--- src/rtl/acc_pkg.sv ---
// Shared encodings for the 16-bit accumulator CPU: opcodes, datapath select
// codes, controller state codes and the control-line bundle.
package acc_pkg;

   localparam logic [3:0] OP_ADD   = 4'h0;
   localparam logic [3:0] OP_SUB   = 4'h1;
   localparam logic [3:0] OP_AND   = 4'h2;
   localparam logic [3:0] OP_OR    = 4'h3;
   localparam logic [3:0] OP_ADDI  = 4'h4;
   localparam logic [3:0] OP_LOAD  = 4'h5;
   localparam logic [3:0] OP_STORE = 4'h6;
   localparam logic [3:0] OP_BEQ   = 4'h7;
   localparam logic [3:0] OP_BNE   = 4'h8;
   localparam logic [3:0] OP_JUMP  = 4'h9;
   localparam logic [3:0] OP_PUSH  = 4'hA;
   localparam logic [3:0] OP_POP   = 4'hB;
   localparam logic [3:0] OP_IN    = 4'hC;
   localparam logic [3:0] OP_OUT   = 4'hD;
   localparam logic [3:0] OP_ILL   = 4'hE;
   localparam logic [3:0] OP_HLT   = 4'hF;

   localparam logic [1:0] PCSRC_ALU    = 2'd0;
   localparam logic [1:0] PCSRC_ALUOUT = 2'd1;
   localparam logic [1:0] PCSRC_ZE     = 2'd2;

   localparam logic [1:0] ACCSRC_ALU   = 2'd0;
   localparam logic [1:0] ACCSRC_MDR   = 2'd1;
   localparam logic [1:0] ACCSRC_MEMIN = 2'd2;

   localparam logic [1:0] SRCA_PC  = 2'd0;
   localparam logic [1:0] SRCA_ACC = 2'd1;
   localparam logic [1:0] SRCA_SP  = 2'd2;

   localparam logic [2:0] SRCB_TWO    = 3'd0;
   localparam logic [2:0] SRCB_MDR    = 3'd1;
   localparam logic [2:0] SRCB_SE     = 3'd2;
   localparam logic [2:0] SRCB_SELEFT = 3'd3;
   localparam logic [2:0] SRCB_ZERO   = 3'd4;

   localparam logic [2:0] ALU_ADD   = 3'd0;
   localparam logic [2:0] ALU_SUB   = 3'd1;
   localparam logic [2:0] ALU_AND   = 3'd2;
   localparam logic [2:0] ALU_OR    = 3'd3;
   localparam logic [2:0] ALU_PASSA = 3'd4;

   localparam logic [1:0] MADDR_PC = 2'd0;
   localparam logic [1:0] MADDR_ZE = 2'd1;
   localparam logic [1:0] MADDR_SP = 2'd2;

   typedef logic [4:0] state_t;

   localparam state_t S_IDLE   = 5'd0;
   localparam state_t S_FETCH  = 5'd1;
   localparam state_t S_DECODE = 5'd2;
   localparam state_t S_MEMRD  = 5'd3;
   localparam state_t S_ALUMEM = 5'd4;
   localparam state_t S_ALUIMM = 5'd5;
   localparam state_t S_LDWB   = 5'd6;
   localparam state_t S_STORE  = 5'd7;
   localparam state_t S_BRANCH = 5'd8;
   localparam state_t S_JUMP   = 5'd9;
   localparam state_t S_PUSH1  = 5'd10;
   localparam state_t S_PUSH2  = 5'd11;
   localparam state_t S_POP1   = 5'd12;
   localparam state_t S_POP2   = 5'd13;
   localparam state_t S_IN     = 5'd14;
   localparam state_t S_OUT    = 5'd15;
   localparam state_t S_HALT   = 5'd16;

   typedef struct packed {
      logic       pc_write;
      logic       branch;
      logic       bne_or_beq;
      logic [1:0] pc_src;
      logic       acc_write;
      logic [1:0] acc_src;
      logic       sp_write;
      logic [1:0] alu_src_a;
      logic [2:0] alu_src_b;
      logic [2:0] alu_op;
      logic       mem_read;
      logic       mem_write;
      logic [1:0] mem_addr_src;
      logic       ir_write;
      logic       out_write;
      logic       halted;
   } ctrl_t;

   // States that wait on the memory ready handshake.
   function automatic logic is_mem_state(input state_t s);
      return (s == S_FETCH) || (s == S_MEMRD) || (s == S_STORE) ||
             (s == S_PUSH2) || (s == S_POP1);
   endfunction

endpackage

--- src/rtl/acc_mem_wait.sv ---
// Wait-state counter for one memory access; flags a bus timeout once
// MAX_WAIT not-ready cycles have elapsed and the memory is still not ready.
module acc_mem_wait #(
   parameter int MAX_WAIT = 15
) (
   input  logic CLK,
   input  logic reset,
   input  logic in_mem_state,
   input  logic mem_ready,
   output logic timeout
);

   localparam int CW = $clog2(MAX_WAIT + 1);

   logic [CW-1:0] r_wait_cnt;

   // Count not-ready cycles; any completed access or non-memory state clears it.
   always_ff @(posedge CLK or negedge reset) begin
      if (!reset) begin
         r_wait_cnt <= '0;
      end else if (!in_mem_state || mem_ready) begin
         r_wait_cnt <= '0;
      end else if (r_wait_cnt != CW'(MAX_WAIT)) begin
         r_wait_cnt <= r_wait_cnt + CW'(1);
      end else begin
         r_wait_cnt <= r_wait_cnt;
      end
   end

   assign timeout = in_mem_state && !mem_ready && (r_wait_cnt == CW'(MAX_WAIT));

endmodule

--- src/rtl/acc_control_fsm.sv ---
// Multicycle main controller of the accumulator CPU: sequences fetch, decode,
// memory, ALU and PC updates, with wait-state memory and bus-error halt.
module acc_control_fsm
   import acc_pkg::*;
#(
   parameter int OPW      = 4,
   parameter int MAX_WAIT = 15
) (
   input  logic           CLK,
   input  logic           reset,
   input  logic           run,
   input  logic [OPW-1:0] opcode,
   input  logic           zero,
   input  logic           mem_ready,
   output logic           PCWrite,
   output logic           Branch,
   output logic           bneOrbeq,
   output logic [1:0]     PCSrc,
   output logic           AccWrite,
   output logic [1:0]     AccSrc,
   output logic           SpWrite,
   output logic [1:0]     ALUSrcA,
   output logic [2:0]     ALUSrcB,
   output logic [2:0]     ALUOp,
   output logic           MemRead,
   output logic           MemWrite,
   output logic [1:0]     MemAddrSrc,
   output logic           IRWrite,
   output logic           OutWrite,
   output logic           halted,
   output logic           err
);

   state_t r_state;
   state_t w_next;
   logic   r_err;
   logic   w_err_set;
   logic   w_timeout;
   ctrl_t  w_ctrl;
   logic   w_unused_zero;

   // The zero flag is consumed by the PC block, not by the sequencer.
   assign w_unused_zero = zero;

   acc_mem_wait #(.MAX_WAIT(MAX_WAIT)) u_mem_wait (
      .CLK          (CLK),
      .reset        (reset),
      .in_mem_state (is_mem_state(r_state)),
      .mem_ready    (mem_ready),
      .timeout      (w_timeout)
   );

   function automatic state_t mem_next(input logic tmo, input logic rdy,
                                       input state_t cur, input state_t done);
      if (tmo) begin
         return S_HALT;
      end else if (rdy) begin
         return done;
      end else begin
         return cur;
      end
   endfunction

   // Next-state selection.
   always_comb begin
      w_next = r_state;
      case (r_state)
         S_IDLE:   w_next = run ? S_FETCH : S_IDLE;
         S_FETCH:  w_next = mem_next(w_timeout, mem_ready, S_FETCH, S_DECODE);
         S_DECODE: begin
            case (opcode)
               OP_ADD, OP_SUB, OP_AND, OP_OR, OP_LOAD: w_next = S_MEMRD;
               OP_ADDI:           w_next = S_ALUIMM;
               OP_STORE:          w_next = S_STORE;
               OP_BEQ, OP_BNE:    w_next = S_BRANCH;
               OP_JUMP:           w_next = S_JUMP;
               OP_PUSH:           w_next = S_PUSH1;
               OP_POP:            w_next = S_POP1;
               OP_IN:             w_next = S_IN;
               OP_OUT:            w_next = S_OUT;
               default:           w_next = S_HALT;
            endcase
         end
         S_MEMRD:  w_next = mem_next(w_timeout, mem_ready, S_MEMRD,
                                     (opcode == OP_LOAD) ? S_LDWB : S_ALUMEM);
         S_STORE:  w_next = mem_next(w_timeout, mem_ready, S_STORE, S_FETCH);
         S_PUSH1:  w_next = S_PUSH2;
         S_PUSH2:  w_next = mem_next(w_timeout, mem_ready, S_PUSH2, S_FETCH);
         S_POP1:   w_next = mem_next(w_timeout, mem_ready, S_POP1, S_POP2);
         S_ALUMEM, S_ALUIMM, S_LDWB, S_BRANCH, S_JUMP, S_POP2, S_IN, S_OUT:
                   w_next = S_FETCH;
         S_HALT:   w_next = S_HALT;
         default:  w_next = S_HALT;
      endcase
   end

   assign w_err_set = w_timeout ||
                      ((r_state == S_DECODE) && (opcode == OP_ILL)) ||
                      (r_state > S_HALT);

   // State and sticky error registers.
   always_ff @(posedge CLK or negedge reset) begin
      if (!reset) begin
         r_state <= S_IDLE;
         r_err   <= 1'b0;
      end else begin
         r_state <= w_next;
         r_err   <= r_err | w_err_set;
      end
   end

   // Control lines decoded from state; FETCH writes wait for mem_ready.
   always_comb begin
      w_ctrl = '0;
      case (r_state)
         S_FETCH: begin
            w_ctrl.mem_read     = 1'b1;
            w_ctrl.mem_addr_src = MADDR_PC;
            w_ctrl.alu_src_a    = SRCA_PC;
            w_ctrl.alu_src_b    = SRCB_TWO;
            w_ctrl.alu_op       = ALU_ADD;
            w_ctrl.pc_src       = PCSRC_ALU;
            w_ctrl.ir_write     = mem_ready;
            w_ctrl.pc_write     = mem_ready;
         end
         S_DECODE: begin
            w_ctrl.alu_src_a = SRCA_PC;
            w_ctrl.alu_src_b = SRCB_SELEFT;
            w_ctrl.alu_op    = ALU_ADD;
         end
         S_MEMRD: begin
            w_ctrl.mem_read     = 1'b1;
            w_ctrl.mem_addr_src = MADDR_ZE;
         end
         S_ALUMEM: begin
            w_ctrl.alu_src_a = SRCA_ACC;
            w_ctrl.alu_src_b = SRCB_MDR;
            w_ctrl.alu_op    = opcode[2:0];
            w_ctrl.acc_write = 1'b1;
            w_ctrl.acc_src   = ACCSRC_ALU;
         end
         S_ALUIMM: begin
            w_ctrl.alu_src_a = SRCA_ACC;
            w_ctrl.alu_src_b = SRCB_SE;
            w_ctrl.alu_op    = ALU_ADD;
            w_ctrl.acc_write = 1'b1;
         end
         S_LDWB: begin
            w_ctrl.acc_write = 1'b1;
            w_ctrl.acc_src   = ACCSRC_MDR;
         end
         S_STORE: begin
            w_ctrl.mem_write    = 1'b1;
            w_ctrl.mem_addr_src = MADDR_ZE;
         end
         S_BRANCH: begin
            w_ctrl.alu_src_a  = SRCA_ACC;
            w_ctrl.alu_src_b  = SRCB_ZERO;
            w_ctrl.alu_op     = ALU_SUB;
            w_ctrl.branch     = 1'b1;
            w_ctrl.bne_or_beq = opcode[3];
            w_ctrl.pc_src     = PCSRC_ALUOUT;
         end
         S_JUMP: begin
            w_ctrl.pc_write = 1'b1;
            w_ctrl.pc_src   = PCSRC_ZE;
         end
         S_PUSH1: begin
            w_ctrl.alu_src_a = SRCA_SP;
            w_ctrl.alu_src_b = SRCB_TWO;
            w_ctrl.alu_op    = ALU_SUB;
            w_ctrl.sp_write  = 1'b1;
         end
         S_PUSH2: begin
            w_ctrl.mem_write    = 1'b1;
            w_ctrl.mem_addr_src = MADDR_SP;
         end
         S_POP1: begin
            w_ctrl.mem_read     = 1'b1;
            w_ctrl.mem_addr_src = MADDR_SP;
         end
         S_POP2: begin
            w_ctrl.acc_write = 1'b1;
            w_ctrl.acc_src   = ACCSRC_MDR;
            w_ctrl.alu_src_a = SRCA_SP;
            w_ctrl.alu_src_b = SRCB_TWO;
            w_ctrl.alu_op    = ALU_ADD;
            w_ctrl.sp_write  = 1'b1;
         end
         S_IN: begin
            w_ctrl.acc_write = 1'b1;
            w_ctrl.acc_src   = ACCSRC_MEMIN;
         end
         S_OUT:   w_ctrl.out_write = 1'b1;
         S_HALT:  w_ctrl.halted    = 1'b1;
         default: w_ctrl = '0;
      endcase
   end

   assign PCWrite    = w_ctrl.pc_write;
   assign Branch     = w_ctrl.branch;
   assign bneOrbeq   = w_ctrl.bne_or_beq;
   assign PCSrc      = w_ctrl.pc_src;
   assign AccWrite   = w_ctrl.acc_write;
   assign AccSrc     = w_ctrl.acc_src;
   assign SpWrite    = w_ctrl.sp_write;
   assign ALUSrcA    = w_ctrl.alu_src_a;
   assign ALUSrcB    = w_ctrl.alu_src_b;
   assign ALUOp      = w_ctrl.alu_op;
   assign MemRead    = w_ctrl.mem_read;
   assign MemWrite   = w_ctrl.mem_write;
   assign MemAddrSrc = w_ctrl.mem_addr_src;
   assign IRWrite    = w_ctrl.ir_write;
   assign OutWrite   = w_ctrl.out_write;
   assign halted     = w_ctrl.halted;
   assign err        = r_err;

endmodule

--- config.mk ---
export PLATFORM = sky130hd
export DESIGN_NAME = acc_control_fsm
export DESIGN_NICKNAME = d
export VERILOG_FILES = /design/src/rtl/acc_pkg.sv /design/src/rtl/acc_mem_wait.sv /design/src/rtl/acc_control_fsm.sv
export SDC_FILE = /design/constraint.sdc
export NUM_CORES = 1
export LEC_CHECK = 0
export BUFFER_PORTS_ARGS = -buffer_cell sky130_fd_sc_hd__buf_2
export CORE_MARGIN = 10
export CORE_UTILIZATION = 50
export DETAILED_ROUTE_END_ITERATION = 8
export MAX_ROUTING_LAYER = met4
export PLACE_DENSITY = 0.88
export REMOVE_ABC_BUFFERS = 1
export SYNTH_ARGS = -nofsm -noshare
export SYNTH_HDL_FRONTEND = slang
export SYNTH_SLANG_ARGS = --single-unit
--- constraint.sdc ---
create_clock -name CLK -period 1.8 [get_ports CLK]
set_clock_uncertainty 0.1 [all_clocks]
set_input_delay 0.27 -clock CLK [delete_from_list [all_inputs] [get_ports CLK]]
set_output_delay 0.27 -clock CLK [all_outputs]
set_load 0.05 [all_outputs]
==> results of run 1 <==
-- kinds of logic after synthesis --
family	share of synthesized area, %
adders and majority gates	4.808
muxes	3.005
buffers and inverters	7.452
AOI/OAI and AO/OA	20.55
DFF	24.04
and+or+nand+nor	37.62
xor gates and xnor gates	2.524
-- through the flow --
step / cell area (µm²) / worst slack, ps / hold slack [ps] / TNS [ps]
2_1_floorplan: 993.5 / -963.9 / -125.6 / -8172
3_3_place_gp: 1330 / 32.15 / 28.54 / 0
3_5_place_dp: 1330 / -14.53 / 39.03 / -20.71
4_1_cts: 1630 / -98.26 / 266.8 / -867.3
-- timing repair --
item	CTS
pin swaps	5
setup endpoints to repair	24
setup buffers	12
resized for setup	60
hold buffers	1
endpoints found under the hold margin	10
==> results.yml, run 1 <==
place:
  numPortBuffers: 32
  placedCellCount: 209
  hpwl_mm: 2.678
  gp_congestion: 0.9813
synth:
  synth_edf_count: 0
  async_reset_ff_share_pct: 100.0
  syn_inst: 140
  synth_area_leaders: "dfrtp_1, nor2_1, ha_1"
  synth_cell_types: 47
  synthTopCellsByCount: "nor2_1, dfrtp_1, nor3_1"
  synth.most_common_cell: "nor2_1"
  synth-seq-cells: 10
  ys_seq_area_share_pct: 24.04
  avgSynthCellArea_um2: 7.436
  synth_ff_type: "dfrtp_1"
  synth_top_area_share_pct: 24.04
  yosys.area.top_type: "dfrtp_1"
  synth_warnings: 0
  synth_area_um2: 1041
floorplan:
  die_h_um: 65.63
  die_width_um: 65.63
  rows: 16
  io_pins: 34
  start_util_pct: 53.06
outcome:
  lastStage: "5_1_grt"
  firstError: "[ERROR DPL-0038] Utilization greater than 100%, impossible to legalize"
  status: "did not finish"
sta:
  endpoint_type: "primary output"
  postGrtWorstEndpoint: "MemRead"
clock_tree:
  cts_buffers: 3
  htreeDepth: 1
  root_buffer: "clkbuf_4"
  cts_sinks: 10
  clk_path_buf_depth: 2
global_route:
  grt_max_degree: 11
==> run 2, diff against run 1 <==
Settings changed: CORE_AREA set to 10 10 71 73, CORE_MARGIN 10 to unset, CORE_UTILIZATION 50 to unset, DIE_AREA set to 0 0 81 83, MAX_ROUTING_LAYER met4 to unset, PLACE_DENSITY 0.88 to unset, PLACE_DENSITY_LB_ADDON set to 0.15.
==> run 2 against run 1 <==
Effect of this change: the flow now finishes, with violations (setup timing); synthesized cell count did not move; synthesized area did not move.
==> results.yml, run 2 <==
worst_setup_path:
  end_kind: "primary output"
  crit_family: "flip-flops"
  path_buf_inv: 2
  critPathLaunch: "r_state[2]$_DFF_PN0_"
  path_class: "register to primary output"
  cp_common_cell: "buf_6"
  required_ps: 1430
  worst_path_largest_cell_delay_ps: 450
  arrival_ps: 1540
  start_kind: "register"
  critPathMaxFanout: 5
  r2r_start: "r_state[2]$_DFF_PN0_"
  cp_slowest_cell: "dfrtp_2"
  path_cells: "buf_6 -> or3b_4 -> a21oi_2 -> buf_6"
clock_tree:
  clk_path_buf_depth: 2
  cts_sinks: 10
  tritoncts: "yes"
  root_buffer: "clkbuf_8"
  htreeDepth: 1
  cts.clk_slew.worst_paths_ps: 50
  cts_buffers: 3
  clk_latency_ps: 240
place:
  dpl_cell_area_um2: 1361
  preCtsSetupSlack_ps: -65.13
  numPortBuffers: 32
  gp_congestion: 0.7978
  placedCellCount: 229
  hpwl_mm: 2.720
synth:
  synthTopCellsByCount: "nor2_1, dfrtp_1, nor3_1"
  synth_cell_types: 47
  synth_top_area_share_pct: 24.04
  synth_ff_type: "dfrtp_1"
  synth.most_common_cell: "nor2_1"
  async_reset_ff_share_pct: 100.0
  synth_area_leaders: "dfrtp_1, nor2_1, ha_1"
  ys_seq_area_share_pct: 24.04
  synth_warnings: 0
  yosys.area.top_type: "dfrtp_1"
  synth_edf_count: 0
  syn_inst: 140
  synth_area_um2: 1041
  avgSynthCellArea_um2: 7.436
  synth-seq-cells: 10
final_layout:
  final_common_cell: "buf_4"
  n_antenna_cell: 0
  drive_above_1_share_pct: 62.44
  multiInputGateArea_um2: 913.4
  fin_area_um2: 2001
  instances_no_fill: 253
  final_cell_mix: "buf_4, buf_6, nor2_1"
  fin_nets: 219
  area_growth_pct: 92.19
  largest_reg_flops: 5
  n_fill_cell: 330
  top_register: "r_state"
  seq_area_um2: 256.5
global_route:
  grtUsageTotal_pct: 11.34
  first_global_vias: 1406
  grt_max_degree: 12
  gr-total-overflow: 0
  antenna_found_initial: 0
  grt_pass1_wl_mm: 6.341
min_path:
  hold_class: "input port to register"
  hold_start: "opcode[3]"
routing:
  wire_per_inst_um: 16.07
  num_vias: 1294
  drtPass1Iterations: 4
  viasPerCell: 5.115
  detail_route.iter0.violations: 49
  ant_nets: 0
  wirelength_mm: 4.065
  drc: 0
pwr:
  clkPwrFrac_pct: 50.2
  p_switching_w: 0.0001166
  finalPower_w: 0.0005578
  power_density_nw_per_um2: 278.8
  p_leak_nw: 0.8330
  combPwrFrac_pct: 9.4
  ir_drop_mv: 0.2370
  pwr-share-seq_pct: 40.4
  p_int_w: 0.0004412
  swShare_pct: 20.90
sta:
  period_needed_ps: 1910
  min_period_over_period_pct: 106.1
  rsz0062_at_grt: "yes"
  hold_violations: 0
  finalSetupViolations: 14
  slew_headroom_pct: 65.70
  fin_ws_ps: -110.0
  slew_violations: 0
  fmax_ghz: 0.5236
  hold_slack_ps: 305.0
  worst_slew_pin_slew_ps: 508.1
outcome:
  violations: "setup timing"
  status: "finished, violations left"
floorplan:
  start_util_pct: 28.65
  dieArea_um2: 6723
  core_um2: 3633
  die_width_um: 81
  rows: 22
  io_pins: 34
  die_h_um: 83
run:
  maxCapViolations: 0
[run 2: cell counts after synthesis]
Identical to the previous run, type by type.
[run 2: power by group through the flow]
stage / clock (W) / sequential [W] / combinational (W)
after floorplan: 0 / 0.000229 / 0.0000206
after global placement: 0 / 0.000229 / 0.0000496
after detailed placement: 0 / 0.000229 / 0.0000499
after CTS: 0.000285 / 0.000225 / 0.0000523
after global routing: 0.000296 / 0.000225 / 0.0000607
final: 0.000280 / 0.000225 / 0.0000526
[run 2: cells by family after synthesis]
logic type	count (synthesis)	share of synthesized area (%)
adder cells (fa/ha/maj)	4	4.808
AND/OR/NAND/NOR	75	37.62
AO/OA/AOI/OAI	28	20.55
buffers and inverters	17	7.452
flip-flops	10	24.04
multiplexers	3	3.005
XOR/XNOR	3	2.524
[run 2: layout make-up]
type | count | share of cell area (%)
sequential | 10 | 12.82
clock buffer | 4 | 2.752
inverter | 8 | 1.626
timing repair buffer | 70 | 34.15
multi-input combinational | 113 | 45.65
tap | 48 | 3.002
[run 2: metrics by stage]
step                utilization [%]  setup TNS [ps]
floorplan                         -           -8172
global route                  55.06           -1715
detailed placement            37.47          -84.73
global placement              37.47          -25.06
CTS                           45.90           -1025
finish                        55.06          -713.8
[run 2: path summary, 6_finish.rpt]
kind                                                             end  slack (ps)  cells after the start
worst max-delay path                                         MemRead        -110                      4
worst min register to register                         err$_DFF_PN0_         400                      2
worst max register to register                  r_state[2]$_DFF_PN0_          60                      5
worst min-delay path                                   err$_DFF_PN0_         300                      3
min in group asynchronous       u_mem_wait.r_wait_cnt[1]$_DFFE_PN0N_         320                      2
max in group asynchronous                       r_state[4]$_DFF_PN0_        1070                      2
[run 2: worst min-delay path, cell delays in order]
cell and delay [ps]:
buf_2 140, nand3_1 100, o211ai_1 80
[run 2: routing by layer]
| layer | vias to the layer above | global-route usage [%] | share of wire, % | wire length (µm) |
|---|---|---|---|---|
| li1 | 633 | - | - | - |
| met2 | 38 | 19.31 | 49 | 2007 |
| met4 | 0 | 3.130 | 1.3 | 51 |
| met1 | 617 | 13.11 | 42 | 1695 |
| met3 | 6 | 3.448 | 7.7 | 311 |
| met5 | - | 0 | 0 | 0 |
[run 2: repair_timing]
item / CTS / global route
pin swaps: 6 / 16
hold buffers: 1 / 0
setup endpoints to repair: 24 / 23
setup buffers: 9 / 8
gates resized for setup: 57 / 63
gates cloned: 0 / 2
endpoints found under the hold margin: 10 / 0
Power figures use the tool's default switching activity.
==> run 3, diff against run 2 <==
Settings changed: CAP_MARGIN set to 25, SKIP_LAST_GASP set to 1.
==> run 3 against run 2 <==
Effect of this change: the flow still finishes with violations (setup timing); non-clock buffer count down 2; sequential cell count stayed put; worst setup slack better by 4.2 ps; highest routed layer unchanged; final cell count is 0.79% lower; largest power group unchanged; power hardly changed; via count fell by 1.5%; cell area decreased by 2.3%; fmax increased by 0.22%; clock power is essentially flat.
==> results.yml, run 3 (same netlist as run 2, synthesis figures left out) <==
sta:
  setup_tns_ps: -680.4
  finalSetupViolations: 13
  fmax_ghz: 0.5247
  hold_slack_ps: 306.1
  min_period_over_period_pct: 105.9
  period_needed_ps: 1906
  worst_slew_pin_slew_ps: 411.6
  fin_ws_ps: -105.8
  rsz0062_at_grt: "yes"
  slew_headroom_pct: 71.85
  hold_violations: 0
  slew_violations: 0
worst_setup_path:
  critPathMaxFanout: 9
  end_kind: "primary output"
  rrSetupSlack_ps: 70
  r2r-end: "r_state[2]$_DFF_PN0_"
  r2r_start: "r_state[2]$_DFF_PN0_"
  arrival_ps: 1540
  reg2reg_depth: 5
  start_kind: "register"
  path_class: "register to primary output"
  critPathLaunch: "r_state[2]$_DFF_PN0_"
  required_ps: 1430
routing:
  num_vias: 1274
  drc: 0
  drtPass1Iterations: 4
  viasPerCell: 5.076
  wirelength_mm: 3.979
  detail_route.iter0.violations: 47
  ant_nets: 0
  wire_per_inst_um: 15.85
final_layout:
  fin_area_um2: 1954
  fin_nets: 217
  top_register: "r_state"
  largest_reg_flops: 5
  drive_above_1_share_pct: 60.59
  area_growth_pct: 87.74
  n_antenna_cell: 0
  final_common_cell: "buf_4"
  instances_no_fill: 251
  final_cell_mix: "buf_4, buf_6, nor2_1"
global_route:
  gr-total-overflow: 0
  antenna_found_initial: 0
  first_global_vias: 1403
  grt_max_degree: 12
  grtUsageTotal_pct: 11.34
  grt_pass1_wl_mm: 6.320
pwr:
  p_leak_nw: 0.8214
  p_int_w: 0.0004413
  combPwrFrac_pct: 9.4
  pwr-share-seq_pct: 40.4
  clkPwrFrac_pct: 50.2
  swShare_pct: 20.88
  p_switching_w: 0.0001165
  power_density_nw_per_um2: 285.4
  ir_drop_mv: 0.2371
clock_tree:
  cts.clk_slew.worst_paths_ps: 50
  cts_sinks: 10
  tritoncts: "yes"
  clk_path_buf_depth: 2
  cts_buffers: 3
  htreeDepth: 1
  clk_latency_ps: 240
  root_buffer: "clkbuf_8"
floorplan:
  dieArea_um2: 6723
  io_pins: 34
  start_util_pct: 28.65
  die_h_um: 83
  core_um2: 3633
  die_width_um: 81
  rows: 22
outcome:
  status: "finished, violations left"
  violations: "setup timing"
min_path:
  hold_class: "input port to async pin"
place:
  hpwl_mm: 2.720
  placedCellCount: 229
  numPortBuffers: 32
  gp_congestion: 0.7978
  dpl_cell_area_um2: 1361
run:
  maxCapViolations: 0
[run 3: cell count changes in the layout (fill, tap and decap cells not counted)]
cell	before	now
nor4_2	0	1
xor2_1	0	1
nand3_1	7	8
nor2b_2	2	1
nor2b_1	2	3
nor4_4	1	0
nand3_2	3	2
buf_6	24	22
xor2_2	1	0
[run 3: critical path: stages (launching register included)]
cell	delay [ps]
dfrtp_2	440
buf_6	160
or3b_4	380
a21oi_2	140
buf_6	170
[run 3: how the worst max path moves through the flow]
stage	cells after the start	slack (ps)	end
after floorplan	3	-960	PCWrite
after global placement	7	-20	r_state[1]$_DFF_PN0_
after detailed placement	4	-70	PCWrite
after CTS	7	-140	ALUSrcA[0]
after global routing	4	-170	MemRead
final	4	-110	MemRead
[run 3: cell type report]
class,instances,area (µm²)
sequential,10,256.5
inverter,8,32.53
fill,336,1679
clock buffer,4,55.05
tap,48,60.06
multi-input combinational,113,889.6
timing repair buffer,68,660.6
[run 3: power by group through the flow]
stage | clock network [W] | logic [W] | registers [W]
2_1_floorplan | 0 | 0.0000206 | 0.000229
3_3_place_gp | 0 | 0.0000496 | 0.000229
3_5_place_dp | 0 | 0.0000499 | 0.000229
4_1_cts | 0.000285 | 0.0000523 | 0.000225
5_1_grt | 0.000296 | 0.0000601 | 0.000225
6_report | 0.000280 | 0.0000526 | 0.000225
[run 3: layer usage]
layer,track usage (%),routed length (µm)
met3,3.448,285
met5,0,0
met1,12.99,1612
met4,3.130,43
met2,19.45,2037
[run 3: what timing repair did]
item / in CTS / in global routing
setup endpoints to repair: 24 / 24
hold buffers: 1 / 0
pin swaps: 6 / 11
cloned: 0 / 1
resized for setup: 54 / 61
buffers inserted: 9 / 7
endpoints found under the hold margin: 10 / 0
[run 3: metrics by stage]
step | setup slack, ps | power [W] | util (%)
floorplan | -963.9 | 0.0002496 | -
global placement | -22.54 | 0.0002785 | 37.47
detailed placement | -65.13 | 0.0002788 | 37.47
CTS | -140.6 | 0.0005629 | 45.66
global route | -169.2 | 0.0005807 | 53.79
finish | -105.8 | 0.0005577 | 53.79
==> run 4, diff against run 3 <==
Settings changed: RECOVER_POWER set to 100.
==> run 4 against run 3 <==
Effect of this change: the flow still finishes with violations (setup timing); power about the same; via count unchanged; non-clock buffer count did not move; sequential cell count stayed put; clock power about the same; largest power group unchanged.
==> results.yml, run 4 (same netlist as run 2, synthesis figures left out) <==
sta:
  hold_violations: 0
  hold_slack_ps: 306.0
  finalSetupViolations: 13
  rsz0062_at_grt: "yes"
  fmax_ghz: 0.5247
  min_period_over_period_pct: 105.9
  slew_violations: 0
  worst_slew_pin_slew_ps: 595.9
  fin_ws_ps: -105.7
  period_needed_ps: 1906
  slew_headroom_pct: 60.44
min_path:
  worstHoldPathCells: 3
  hold_class: "input port to register"
worst_setup_path:
  critPathMaxFanout: 9
  path_class: "register to primary output"
  cp_slowest_cell: "dfrtp_2"
  reg2reg_depth: 5
  worst_path_largest_cell_delay_ps: 440
  required_ps: 1430
  cp_common_cell: "buf_6"
  end_kind: "primary output"
  path_cells: "buf_6 -> or3b_4 -> a21oi_2 -> buf_6"
  start_kind: "register"
  arrival_ps: 1540
global_route:
  grt_max_degree: 12
  first_global_vias: 1403
  grt_pass1_wl_mm: 6.320
  gr-total-overflow: 0
  antenna_found_initial: 0
  grtUsageTotal_pct: 11.34
routing:
  wire_per_inst_um: 15.85
  ant_nets: 0
  drtPass1Iterations: 4
  drc: 0
  num_vias: 1274
  detail_route.iter0.violations: 47
  viasPerCell: 5.076
  wirelength_mm: 3.979
final_layout:
  multiInputGateArea_um2: 889.6
  drive_above_1_share_pct: 59.61
  largest_reg_flops: 5
  area_growth_pct: 87.50
  fin_nets: 217
  seq_area_um2: 256.5
  final_cell_mix: "buf_4, buf_6, nor2_1"
  instances_no_fill: 251
  fin_area_um2: 1952
  n_fill_cell: 337
  top_register: "r_state"
  final_common_cell: "buf_4"
  n_antenna_cell: 0
pwr:
  p_leak_nw: 0.8175
  pwr-share-seq_pct: 40.4
  ir_drop_mv: 0.2374
  p_int_w: 0.0004409
  finalPower_w: 0.0005575
  power_density_nw_per_um2: 285.6
  p_switching_w: 0.0001166
  combPwrFrac_pct: 9.4
  swShare_pct: 20.91
  clkPwrFrac_pct: 50.2
place:
  preCtsSetupSlack_ps: -65.13
  hpwl_mm: 2.720
  numPortBuffers: 32
  gp_congestion: 0.7978
  placedCellCount: 229
  dpl_cell_area_um2: 1361
clock_tree:
  cts_sinks: 10
  tritoncts: "yes"
  htreeDepth: 1
  cts_buffers: 3
  root_buffer: "clkbuf_8"
  clk_path_buf_depth: 2
  clk_latency_ps: 240
  cts.clk_slew.worst_paths_ps: 50
floorplan:
  rows: 22
  io_pins: 34
  start_util_pct: 28.65
  core_um2: 3633
  die_width_um: 81
  die_h_um: 83
  dieArea_um2: 6723
outcome:
  violations: "setup timing"
  status: "finished, violations left"
run:
  maxCapViolations: 0
run 4: changes by cell type in the layout (fill, tap and decap cells not counted), sizes merged:
cell    before  now
buf         66   64
clkbuf       5    7
run 4: final timing paths:
check                                     start                              endpoint  slack [ps]
min                                   opcode[3]                         err$_DFF_PN0_         310
min in group asynchronous                 reset  u_mem_wait.r_wait_cnt[1]$_DFFE_PN0N_         420
max in group asynchronous                 reset                  r_state[4]$_DFF_PN0_         790
max                        r_state[2]$_DFF_PN0_                               MemRead        -110
min reg2reg                       err$_DFF_PN0_                         err$_DFF_PN0_         400
max reg2reg                r_state[2]$_DFF_PN0_                  r_state[2]$_DFF_PN0_          70
run 4: final cells by class:
type	instances	area share (%)
Clock buffer	4	2.821
Inverter	8	1.667
Multi-Input combinational cell	113	45.58
Sequential cell	10	13.14
Tap cell	48	3.077
Timing Repair Buffer	68	33.72
run 4: routing by layer:
layer  global-route usage, %  vias to the layer above  share of wire, %
li1                        -                      628                 -
met2                   19.45                       34                51
met1                   12.99                      606                40
met5                       0                        -                 0
met4                   3.130                        0               1.1
met3                   3.448                        6               7.2
run 4: worst max-delay path: cells and delay by family, from the launching register on:
kind	cells	cell delay, ps
simple gates	1	380
flops	1	440
buf+inv	2	330
compound gates	1	140
run 4: metrics by stage:
step | utilization (%) | TNS [ps]
2_1_floorplan | - | -8172
3_3_place_gp | 37.47 | -25.06
3_5_place_dp | 37.47 | -84.73
4_1_cts | 45.66 | -1153
5_1_grt | 53.72 | -1699
6_report | 53.72 | -679.4
run 4: what timing repair did:
item                                   in CTS  in global routing
setup endpoints to repair                  24                 24
gates cloned                                0                  1
endpoints found under the hold margin      10                  0
hold buffers                                1                  0
pin swaps                                   6                 11
buffers inserted                            9                  7
gates resized for setup                    54                 61
run 4: power groups by stage:
stage	clock (W)	sequential (W)	combinational, W
floorplan	0	0.000229	0.0000206
global placement	0	0.000229	0.0000496
detailed placement	0	0.000229	0.0000499
CTS	0.000285	0.000225	0.0000523
global route	0.000296	0.000225	0.0000598
finish	0.000280	0.000225	0.0000522
